`config.mk`:
```
export PLATFORM = sky130hd
export DESIGN_NAME = wide_addsub_sequencer
export DESIGN_NICKNAME = d
export VERILOG_FILES = /design/src/rtl/wide_addsub_sequencer.sv
export SDC_FILE = /design/constraint.sdc
export NUM_CORES = 1
export LEC_CHECK = 0
export CAP_MARGIN = 20
export CORE_MARGIN = 2
export CORE_UTILIZATION = 35
export CTS_CLUSTER_SIZE = 12
export DETAILED_ROUTE_END_ITERATION = 8
export GPL_ROUTABILITY_DRIVEN = 0
export PLACE_DENSITY = 0.66
export SETUP_SLACK_MARGIN = 0.15
export SLEW_MARGIN = 5
export SYNTH_ARGS = -nofsm -noshare
export SYNTH_HDL_FRONTEND = slang
export SYNTH_SLANG_ARGS = --single-unit
```
`constraint.sdc`:
```
create_clock -name clk -period 3.5 [get_ports clk]
set_input_delay 0.525 -clock clk [delete_from_list [all_inputs] [get_ports clk]]
set_output_delay 0.525 -clock clk [all_outputs]
set_load 0.02 [all_outputs]
```
`src/rtl/wide_addsub_sequencer.sv`:
```
// wide_addsub_sequencer
// Multi-cycle WIDTH-bit adder/subtractor built around one shared 4-bit
// add/sub slice. One nibble is processed per clock, LSB first, with the
// inter-slice carry held in a register.
// Optional feature macro: ADDSUB_SEQ_OVERFLOW_EN (signed overflow output).
// Without the macro the overflow port is tied to 0.
// WIDTH must be a multiple of 4 and at least 4.
module wide_addsub_sequencer #(
    parameter int WIDTH  = 16,
    parameter int NSLICE = WIDTH / 4
) (
    input  logic             clk,
    input  logic             rst,
    input  logic             start,
    input  logic             op_sub,
    input  logic [WIDTH-1:0] a,
    input  logic [WIDTH-1:0] b,
    output logic             busy,
    output logic             done,
    output logic [WIDTH-1:0] result,
    output logic             carry_out,
    output logic             overflow
);

    localparam int IDX_W = (NSLICE > 1) ? $clog2(NSLICE) : 1;

    localparam logic [1:0] ST_IDLE = 2'd0;
    localparam logic [1:0] ST_RUN  = 2'd1;
    localparam logic [1:0] ST_DONE = 2'd2;

    logic [1:0]       state_reg;
    logic [1:0]       state_next;
    logic [IDX_W-1:0] slice_idx_reg;
    logic             carry_reg;
    logic             op_sub_reg;
    logic [WIDTH-1:0] a_reg;
    logic [WIDTH-1:0] b_reg;
    logic [WIDTH-1:0] result_reg;
    logic [WIDTH-1:0] result_next;
    logic             carry_out_reg;

    // Slice datapath signals
    logic [3:0] a_nib [NSLICE];
    logic [3:0] b_nib [NSLICE];
    logic [3:0] slice_a;
    logic [3:0] slice_b;
    logic       slice_cin;
    logic [4:0] slice_full;
    logic [3:0] slice_sum;
    logic       slice_cout;
    logic       last_slice;
    logic       accept;

    // New work is only taken when no operation is in flight
    assign accept     = start && (state_reg != ST_RUN);
    assign last_slice = (slice_idx_reg == IDX_W'(NSLICE - 1));

    // Split latched operands into nibbles and merge the current slice sum
    // back into the result at the active nibble position.
    genvar gi;
    generate
        for (gi = 0; gi < NSLICE; gi++) begin : g_slice
            assign a_nib[gi] = a_reg[4*gi +: 4];
            assign b_nib[gi] = b_reg[4*gi +: 4];
            assign result_next[4*gi +: 4] =
                (slice_idx_reg == IDX_W'(gi)) ? slice_sum : result_reg[4*gi +: 4];
        end
    endgenerate

    // The shared 4-bit slice: operand select, B inversion and carry-in
    always_comb begin
        slice_a    = a_nib[slice_idx_reg];
        slice_b    = b_nib[slice_idx_reg] ^ {4{op_sub_reg}};
        // Slice 0 takes the +1 of two's complement directly from the opcode
        slice_cin  = (slice_idx_reg == '0) ? op_sub_reg : carry_reg;
        slice_full = {1'b0, slice_a} + {1'b0, slice_b} + {4'b0, slice_cin};
        slice_sum  = slice_full[3:0];
        slice_cout = slice_full[4];
    end

    // Next-state logic for the IDLE/RUN/DONE sequencer
    always_comb begin
        state_next = state_reg;
        case (state_reg)
            ST_IDLE: if (start) state_next = ST_RUN;
            ST_RUN:  if (last_slice) state_next = ST_DONE;
            ST_DONE: state_next = start ? ST_RUN : ST_IDLE;
            default: state_next = ST_IDLE;
        endcase
    end

    // Sequencer state, operand latches and per-slice result updates
    always_ff @(posedge clk) begin
        if (rst) begin
            state_reg     <= ST_IDLE;
            slice_idx_reg <= '0;
            carry_reg     <= 1'b0;
            op_sub_reg    <= 1'b0;
            a_reg         <= '0;
            b_reg         <= '0;
            result_reg    <= '0;
            carry_out_reg <= 1'b0;
        end else begin
            state_reg <= state_next;
            if (accept) begin
                a_reg         <= a;
                b_reg         <= b;
                op_sub_reg    <= op_sub;
                slice_idx_reg <= '0;
                carry_reg     <= op_sub;
                result_reg    <= '0;
                carry_out_reg <= 1'b0;
            end else if (state_reg == ST_RUN) begin
                result_reg <= result_next;
                carry_reg  <= slice_cout;
                if (last_slice) begin
                    carry_out_reg <= slice_cout;
                    slice_idx_reg <= '0;
                end else begin
                    slice_idx_reg <= slice_idx_reg + IDX_W'(1);
                end
            end
        end
    end

`ifdef ADDSUB_SEQ_OVERFLOW_EN
    logic [3:0] slice_low;
    logic       slice_ovf;
    logic       overflow_reg;

    // Carry into bit 3 versus carry out of bit 3 gives signed overflow
    always_comb begin
        slice_low = {1'b0, slice_a[2:0]} + {1'b0, slice_b[2:0]} + {3'b0, slice_cin};
        slice_ovf = slice_low[3] ^ slice_cout;
    end

    // Overflow is captured only on the MSB slice, alongside carry_out
    always_ff @(posedge clk) begin
        if (rst) begin
            overflow_reg <= 1'b0;
        end else if (accept) begin
            overflow_reg <= 1'b0;
        end else if (state_reg == ST_RUN && last_slice) begin
            overflow_reg <= slice_ovf;
        end
    end

    assign overflow = overflow_reg;
`else
    assign overflow = 1'b0;
`endif

    assign busy      = (state_reg == ST_RUN);
    assign done      = (state_reg == ST_DONE);
    assign result    = result_reg;
    assign carry_out = carry_out_reg;

endmodule

```
# == After elaboration in Yosys (flattened, before gate mapping) ==
# Cells that the tools add are included.
# word_totals
reg_bits,55
inputBits,36
out_inout_bits,20
wordCells,49
# op_classes
addsub,3
magnitude_cmp,1
eq_ne,8
mux,14
n_bitwise,2
reduce_logical,10
# ops
op,count
binary-select mux 4 bit (select 2 bit),2
2-to-1 mux 4 bit,4
AND reduction 2 bit,5
"equality test 2 bit, second input constant",3
2-to-1 mux 2 bit,3
case mux 2 bit (3 select lines),1
adder 4 x 4 -> 5 bit,1
adder 5 x 1 -> 5 bit,1
"equality test 2 x 1 -> 1 bit, second input constant",2
zero test 2 bit,2
2-to-1 mux 1 bit,4
"!= test 2 x 1 -> 1 bit, second input constant",2
XOR 4 bit,1
">= comparator 3 bit, second input constant",1
inverter 2 -> 3 bit,1
"adder 2 x 1 -> 2 bit, second input constant",1
"!= test 2 bit, second input constant",1
nonzero test 2 bit,1
OR reduction 2 bit,1
logical AND 1 bit,1

# == Logic depth before layout (Yosys ltp) ==
# depth
ltp_word,9
mapped_depth,9

# == Worst setup path after synthesis ==
# No wires, ideal clock.
# synth_timing
path_kind,reg-to-reg
start,register slice_idx_reg[0]
end,"register carry_out_reg, in the netlist carry_out"
setup_time_ps,91
arrival_ps,2460
required_time_ps,3409
setup_slack_ps,950
path_stages_with_launch,9
path_buffers,1
period_less_slack_ps,2550
path_cell_list,dfxtp_1 > buf_6 > mux4_2 > xnor2_1 > fa_1 > fa_1 > nor2b_1 > o21ai_0 > a311oi_1
# synth_between
elab_chain_cells,7
# synth_lines
item,line,text
from (decl),33,logic [IDX_W-1:0] slice_idx_reg;
from (signal assigned),120,slice_idx_reg <= slice_idx_reg + IDX_W'(1);
inverter 2 -> 3 bit (not written as such),"72, 73",
binary-select mux 4 bit (select 2 bit),73,slice_b = b_nib[slice_idx_reg] ^ {4{op_sub_reg}};
2-to-1 mux 4 bit (not written as such) (2 in a row),73,
XOR 4 bit,73,
adder 4 x 4 -> 5 bit,76,"slice_full = {1'b0, slice_a} + {1'b0, slice_b} + {4'b0, slice_cin};"
adder 5 x 1 -> 5 bit,76,
to (signal assigned),117,carry_out_reg <= slice_cout;
to (decl),40,logic carry_out_reg;
# Parallel ways exist; a longest one is shown, timed or not. The select of a mux whose other input is x is not followed.
# A chain may end at the register's enable or synchronous reset.

# == Worst setup path in the final report ==
# layout_timing
start,register slice_idx_reg[0]
end,"register result_reg[15], in the netlist result[15]"
# layout_between
elab_chain_cells,7
# layout_lines
item,line,text
inverter 2 -> 3 bit (not written as such),"72, 73",
binary-select mux 4 bit (select 2 bit),73,
2-to-1 mux 4 bit (not written as such) (2 in a row),73,
XOR 4 bit,73,
adder 4 x 4 -> 5 bit,76,
adder 5 x 1 -> 5 bit,76,
to (signal assigned),114,result_reg <= result_next;
to (decl),38,logic [WIDTH-1:0] result_reg;
# Parallel ways exist; a longest one is shown, timed or not. The select of a mux whose other input is x is not followed.

==> summary.md <==
| Metric | Value |
|---|---|
| Post-synth net total | `between 300 and 400` |
| Peak Freq | `374 MHz` |
| H-tree depth | `2` |
| Worst Setup Slack, final | `just over 0.8 ns` |
| Synth warn | `0` |
| Crit path arrival time | `2.91 ns` |
| Number of synthesized flops with an enable pin | `0` |
| Hold WC Path Type | `flop to flop` |
| CP bufs+invs | `1` |
| Final setup viols | `0` |
| Row cnt | `31` |
| Async SR Flop Fraction | `0` |
| GRT Util Overall | `0.142` |
| Die width | `approximately 90 um` |
| Drt first-iter violations | `83` |
| MaxCap Viol Count | `0` |
| CTS max path bufs | `2` |
| Final Critical Period | `2.67 ns` |
| Fin util | `0.447` |
| PwrDens | `408 mW/mm^2` |
| Synth Flop Type | `dfxtp_1` |
| Max FO, Critical Path | `9` |
| Yosys cell types | `37` |
| Slew HR | `0.468` |
| Crit path capture type | `flop` |
| DRT Pass-1 Iters | `5` |
| Peak VDD IR | `between 150 and 200 uV` |
| Worst skew pair latency | `0.31 ns` |
| Status | `finished, final reports clean` |
| Final #Nets | `between 300 and 400` |
| Leakage | `1.13 nW` |
| Drt total wl | `roughly 5800 um` |
| Overflow left after global routing | `0` |
| Synthesized area | `0.00264 sq mm` |
| Post-place instance area | `~0.0031 sq mm` |
| CP delay by family, top | `compound AO/OA/AOI/OAI gates` |
| Vias in the first global route | `between 2000 and 2500` |
| Core Footprint | `~0.0073 sq mm` |
| Worst path required time | `between 3 and 4 ns` |
| Port bufs | `54` |
| Met3 Use GR | `0.0334` |
| R2r setup slk | `a little over 0.8 ns` |
| Die Area | `around 0.0083 sq mm` |
| CP max stage delay | `between 0.5 and 0.6 ns` |
| Sequential share of the synthesized area | `0.417` |
| Max Slew Vio Count | `0` |
| RSZ-0062 raised after global routing | `false` |
| Share of layout cells above drive strength 1 | `0.0615` |
| Met2 Use GR | `0.229` |
| Worst-Margin Slew | `0.797 ns` |
| N_diodes | `0` |
| Post-CTS Hold Fix Bufs | `0` |
| Clk sinks | `55` |
| Nature of the critical path startpoint | `flop` |
| Most common cell after layout, fill and taps aside | `dfxtp_1` |
| Avg Inst Size Synth | `between 9 and 10 sq um` |
| Final TNS setup | `0 ns` |
| Final Skew | `approximately 0.011 ns` |
| First-pass GRT wire length | `slightly below 10000 um` |
| Clock slew at reported path FFs | `0.11 ns` |
| CTS tree | `done` |
| PostCTS Resize Cnt | `0` |
| CTS Root Cell | `clkbuf_8` |
| Final Hold Fails | `0` |
| Post-route antenna net violation count | `0` |
| GR Layer Usage met1 | `0.193` |
| Most frequent cells in the layout | `dfxtp_1 (55), clkdlybuf4s50_1 (54), a21oi_1 (40)` |
| Routed WL per cell | `roughly 14 um` |
| Vias per inst | `around 5` |
| Post-route cell area | `between 0.003 and 0.004 sq mm` |
| CTS Buf Count | `5` |
| IO Pins | `56` |
| Pre-CTS setup slack | `around 0.83 ns` |
| Initial antenna violation count | `0` |
| Area Overhead vs Synth | `23.5%` |
| Postcts setup bufs | `0` |
| Flip-flop and latch count after synthesis | `55` |
| HPWL after DPL | `roughly 4100 um` |
| Initial Util | `0.362` |
| Largest net degree at the start of global routing | `40` |
| Kind of critical path | `flop to flop` |
| Via count | `2185` |
| Final Cycle Share | `0.763` |
| Die Y | `just over 90 um` |
| Crit path max-delay cell type | `a21oi_1` |
| Crit path cell chain | `buf_4 -> mux4_1 -> ha_1 -> a21oi_1 -> nand4_1 -> a31oi_1` |
| Gr busiest metal | `met2` |
| Post-route DRC | `0` |
| Synthesized instance count | `approximately 290` |
-- Yosys cell counts, types with 2 or more instances --
| cell | instances | area [sq um] |
|---|---|---|
| and3b_1 | 3 | 26.3 |
| o21ai_0 | 34 | 170 |
| mux4_1 | 4 | 105 |
| buf_1 | 3 | 11.3 |
| xor2_1 | 3 | 26.3 |
| mux4_2 | 4 | 90.1 |
| a211oi_1 | 9 | 67.6 |
| inv_1 | 7 | 26.3 |
| nor2b_1 | 2 | 12.5 |
| nand2_1 | 15 | 56.3 |
| buf_4 | 5 | 37.5 |
| a211o_1 | 4 | 35.0 |
| a31oi_1 | 4 | 25.0 |
| a21oi_1 | 40 | 200 |
| fa_1 | 2 | 40.0 |
| nand3_1 | 33 | 165 |
| nand3b_1 | 5 | 37.5 |
| nand4_1 | 4 | 25.0 |
| clkbuf_1 | 8 | 30.0 |
| ha_1 | 7 | 87.6 |
| a311oi_1 | 2 | 17.5 |
| nor2_1 | 10 | 37.5 |
| buf_6 | 7 | 78.8 |
| buf_2 | 4 | 20.0 |
| dfxtp_1 | 55 | 1100 |
| clkbuf_2 | 3 | 15.0 |
| xnor2_1 | 2 | 17.5 |
-- power breakdown --
part	switching (W)	total, W	internal (W)
Sequential	0.0000192	0.000674	0.000655
Clock	0.000221	0.000442	0.000221
Combinational	0.000115	0.000216	0.000102
Total	0.000355	0.00133	0.000977
-- layer usage --
layer,share of wire,wire [um]
met5,0,0
met4,0.011,61
met3,0.042,243
met2,0.46,2680
met1,0.48,2790
-- cells by family (layout without fill, tap and decap cells) --
logic type	count (synthesis)	count (layout)	synth area share
AO/OA/AOI/OAI	95	95	0.201
AND/OR/NAND/NOR	77	77	0.153
flip-flops	55	55	0.417
buffers and inverters	38	74	0.0844
adder cells (fa/ha/maj)	9	9	0.0483
multiplexers	9	9	0.0777
XOR/XNOR	5	5	0.0166
other	1	1	0.00142
-- worst paths after layout --
kind                    start    endpoint  cells past startpoint
max          slice_idx_reg[0]  result[15]                      6
min                result[14]  result[14]                      2
max reg2reg  slice_idx_reg[0]  result[15]                      6
min reg2reg        result[14]  result[14]                      2
-- per-stage QoR --
| stage | std cells | power, W | hold slack, ns |
|---|---|---|---|
| 2_1_floorplan | 289 | 0.000837 | 0.449 |
| 3_3_place_gp | 416 | 0.000902 | 0.450 |
| 3_5_place_dp | 416 | 0.000906 | 0.448 |
| 4_1_cts | 424 | 0.00134 | 0.462 |
| 5_1_grt | 424 | 0.00140 | 0.490 |
| 6_report | 424 | 0.00133 | 0.465 |
-- final cells by class --
cell class | instances | area (sq um)
Clock inverter | 3 | 50.0
Timing Repair Buffer | 58 | 571
Fill cell | 746 | 4030
Sequential cell | 55 | 1100
Inverter | 8 | 30.0
Tap cell | 99 | 124
Multi-Input combinational cell | 196 | 1320
Clock buffer | 5 | 68.8
-- worst min-delay path: stages, from the launching register on --
cell and delay [ns]:
dfxtp_1 0.32, nand2_1 0.05, a21oi_1 0.05
(Power assumes the default switching activity.)
